===== config.mk =====
export PLATFORM = sky130hd
export DESIGN_NAME = settle_timer
export DESIGN_NICKNAME = d
export VERILOG_FILES = /design/src/rtl/gate_truth_checker_settle_timer.sv
export SDC_FILE = /design/constraint.sdc
export NUM_CORES = 1
export LEC_CHECK = 0
export CORE_AREA = 3 3 40 42
export DETAILED_ROUTE_END_ITERATION = 10
export DIE_AREA = 0 0 43 45
export PLACE_DENSITY = 0.3
export SYNTH_ARGS = -nofsm -noshare
export SYNTH_HDL_FRONTEND = slang
export SYNTH_SLANG_ARGS = --single-unit
export TNS_END_PERCENT = 10

===== constraint.sdc =====
create_clock -name clk -period 1.7 [get_ports clk]
set_clock_uncertainty 0.2 [all_clocks]
set_input_delay 0.34 -clock clk [delete_from_list [all_inputs] [get_ports clk]]
set_output_delay 0.34 -clock clk [all_outputs]
set_load 0.05 [all_outputs]

===== src/rtl/gate_truth_checker_settle_timer.sv =====
// Settle timer for one test vector.
// Ports:
//   clk      in  clock, rising edge
//   rst_n    in  synchronous active-low reset
//   load     in  restart the count from zero
//   enable   in  count this cycle
//   expired  out high during the SETTLE_CYCLES-th enabled cycle, so the
//                owner can leave its wait state on that cycle's edge
// The counter saturates at SETTLE_CYCLES and never wraps.
module settle_timer #(
    parameter int SETTLE_CYCLES = 2
) (
    input  logic clk,
    input  logic rst_n,
    input  logic load,
    input  logic enable,
    output logic expired
);

    localparam int CW = $clog2(SETTLE_CYCLES + 1);
    localparam logic [CW-1:0] LIMIT = CW'(SETTLE_CYCLES);
    localparam logic [CW-1:0] LAST  = CW'(SETTLE_CYCLES - 1);

    logic [CW-1:0] count_q;
    logic [CW-1:0] count_d;

    // Next count: clear on load, otherwise advance while enabled up to the limit.
    always_comb begin
        count_d = count_q;
        if (load) begin
            count_d = {CW{1'b0}};
        end else if (enable && (count_q != LIMIT)) begin
            count_d = count_q + CW'(1);
        end else begin
            count_d = count_q;
        end
    end

    // Count register with synchronous reset.
    always_ff @(posedge clk) begin
        if (!rst_n) begin
            count_q <= {CW{1'b0}};
        end else begin
            count_q <= count_d;
        end
    end

    assign expired = enable && (count_q == LAST);

endmodule


==> flow_metrics.env <==
export IMPL_outcome="finished clean"
export IMPL_fin_crit_ns=1.654
export IMPL_fin_cells=35
export IMPL_post_cts_buffers=0
export IMPL_cp_max_fo=2
export IMPL_drc=0
export IMPL_fin_util=0.1685
export IMPL_antenna_found_initial=0
export IMPL_yosysUniqueCellTypes=9
export IMPL_grt_pass1_vias=98
export IMPL_tightest_slew_ns=0.1876
export IMPL_grt_overflow=0
export IMPL_synth_net_count=19
export IMPL_start_kind="input port"
export IMPL_gp_congestion=0.5066
export IMPL_critPathMaxStageDelay_ns=0.41
export IMPL_critPathArrivalTime_ns=1.11
export IMPL_power_uw=181.7
export IMPL_initial_core_util=0.09640
export IMPL_cts_made_buffers=3
export IMPL_vias=100
export IMPL_cts_tree="yes"
export IMPL_routed_via_density=2.857
export IMPL_wl_met3_um=27
export IMPL_placedCellCount=32
export IMPL_syn_inst=13
export IMPL_fmax_ghz=0.6044
export IMPL_drive_gt1_frac=0.3500
export IMPL_core_um2=1285
export IMPL_synth_area_leaders="dfxtp_1 (32%), ha_1 (20%), nor2b_4 (11%)"
export IMPL_wl_met1_um=93
export IMPL_slew_headroom=0.8742
export IMPL_wl_um=199
export IMPL_die_height_um=45
export IMPL_postSynthAreaPerCell_um2=9.528
export IMPL_insertion_delay_ns=0.22
export IMPL_end_kind="output pin"
export IMPL_min_from="count_q[1]$_SDFFE_PP0P_"
export IMPL_port_buffers=4
export IMPL_critPathKind="input port to output pin"
export IMPL_wl_met2_um=78
export IMPL_timing_rr_start="count_q[0]$_SDFFE_PP0P_"
export IMPL_dr_max_layer_used="met3"
export IMPL_yosys_area_top_type="dfxtp_1"
export IMPL_rrSetupSlack_ns=0.38
export IMPL_critPathLaunch="enable"
export IMPL_top_regs="count_q (2)"
export IMPL_p_per_area_nw_per_um2=839.5
export IMPL_ant_nets=0
export IMPL_period_share=0.9732
export IMPL_drv_cap=0
export IMPL_yosysSeqAreaShare=0.3232
export IMPL_grt_first_pass_wirelength_um=351
export IMPL_finalSetupTns_ns=0
export IMPL_clk_pin_slew_worst_paths_ns=0.03
export IMPL_drt_iter0_markers=0
export IMPL_post_drt_wl_per_cell_um=5.686
export IMPL_worstHoldPathType="flip-flop to flip-flop"
export IMPL_path_delay_family="buffers and inverters"
export IMPL_cts_sinks=2
export IMPL_setup_violations=0
export IMPL_grt_max_degree=4
export IMPL_syn_area_um2=123.9
export IMPL_clockRootBuffer="clkbuf_4"
export IMPL_final_max_slew_violation_count=0
export IMPL_finalHoldViolations=0
export IMPL_cp_cell_sequence="clkdlybuf4s50_1, and2_2, buf_12"
export IMPL_ys_warn_count=0
export IMPL_largest_register_ffs=2
export IMPL_largest_register="count_q"
export IMPL_io_pins=5
export IMPL_rsz0062_at_grt="false"
export IMPL_htree_levels=1
export IMPL_clock_path_buffers=2
export IMPL_cp_required_ns=1.16
export IMPL_crit_slowest_cell="clkdlybuf4s50_1"
export IMPL_drtPass1Iterations=1
export IMPL_synth_top_area_frac=0.3232
export IMPL_grtUsageTotal=0.03159
export IMPL_path_buf_inv=2
export IMPL_num_nets_final=28
export IMPL_p_leak_nw=0.08775
export IMPL_ir_drop_mv=0.3322
export IMPL_die_w_um=43
export IMPL_syn_to_final_growth_pct=74.75
export IMPL_ys_seq_elements=2
export IMPL_die_area_um2=1935
export IMPL_num_rows=13
export IMPL_n_antenna_cell=0
what timing repair did:
action / 4_1_cts / 5_1_grt
endpoints found under the setup margin: 0 / 1
resized for setup: 0 / 1
hold buffers: 0 / 0
placed cells by master (no fill, tap or decap), drive strengths merged:
cell	Yosys	layout
clkbuf	0	3
clkdlybuf4s50	0	3
inv	2	2
nor2	2	2
ha	2	2
dfxtp	2	2
and2	1	1
nand2b	1	1
nor2b	1	1
xnor2	1	1
a211oi	1	1
buf	0	1
kinds of logic after synthesis:
| family | Yosys count | synth area share |
|---|---|---|
| AO/OA/AOI/OAI | 1 | 0.06063 |
| XOR/XNOR | 1 | 0.07072 |
| adder cells (fa/ha/maj) | 2 | 0.2020 |
| buffers and inverters | 2 | 0.06063 |
| flip-flops | 2 | 0.3232 |
| AND/OR/NAND/NOR | 5 | 0.2829 |
layer usage:
metal  GRT usage  up-vias
li1            -       55
met1     0.02878       40
met2     0.02096        5
met3     0.02789        0
met4     0.07229        0
met5           0        -
layout make-up:
type,count,area [um^2]
Tap cell,15,18.77
Sequential cell,2,41.29
Clock buffer,3,22.52
Multi-Input combinational cell,9,76.32
Inverter,2,7.507
Timing Repair Buffer,4,50.05
Fill cell,140,1069
report_power, final:
| part | total (mW) | internal, mW | switching, mW | leakage, nW |
|---|---|---|---|---|
| clock network | 0.102 | 0.0777 | 0.0247 | 0.0138 |
| registers | 0.0520 | 0.0500 | 0.00199 | 0.0168 |
| logic | 0.0274 | 0.0168 | 0.0106 | 0.0571 |
final timing paths:
| kind | depth (start not counted) | end |
|---|---|---|
| setup reg to reg | 5 | count_q[1]$_SDFFE_PP0P_ |
| setup / recovery | 3 | expired |
| hold / removal | 2 | count_q[1]$_SDFFE_PP0P_ |
| hold reg to reg | 2 | count_q[1]$_SDFFE_PP0P_ |
worst reg2reg max path, delay by kind of cell, from the launching register on:
family	cells	cell delay (ns)
flip-flops	1	0.36
buffers and inverters	1	0.06
AO/OA/AOI/OAI	1	0.20
adder cells (fa/ha/maj)	1	0.22
AND/OR/NAND/NOR	2	0.19
synth_stat cells, drive strengths merged:
cell / n
dfxtp: 2
ha: 2
inv: 2
nor2: 2
a211oi: 1
and2: 1
nand2b: 1
nor2b: 1
xnor2: 1
stage by stage:
step / setup WS (ns) / hold slack, ns / instance area, um^2
floorplan: 0.3807 / 0.2926 / 123.9
global route: 0.002701 / 0.3359 / 216.5
global placement: 0.04154 / 0.3168 / 192.7
finish: 0.04556 / 0.3116 / 216.5
detailed placement: 0.04156 / 0.3288 / 192.7
CTS: 0.03569 / 0.3327 / 215.2
No activity file was read; power rests on OpenSTA's default activity.
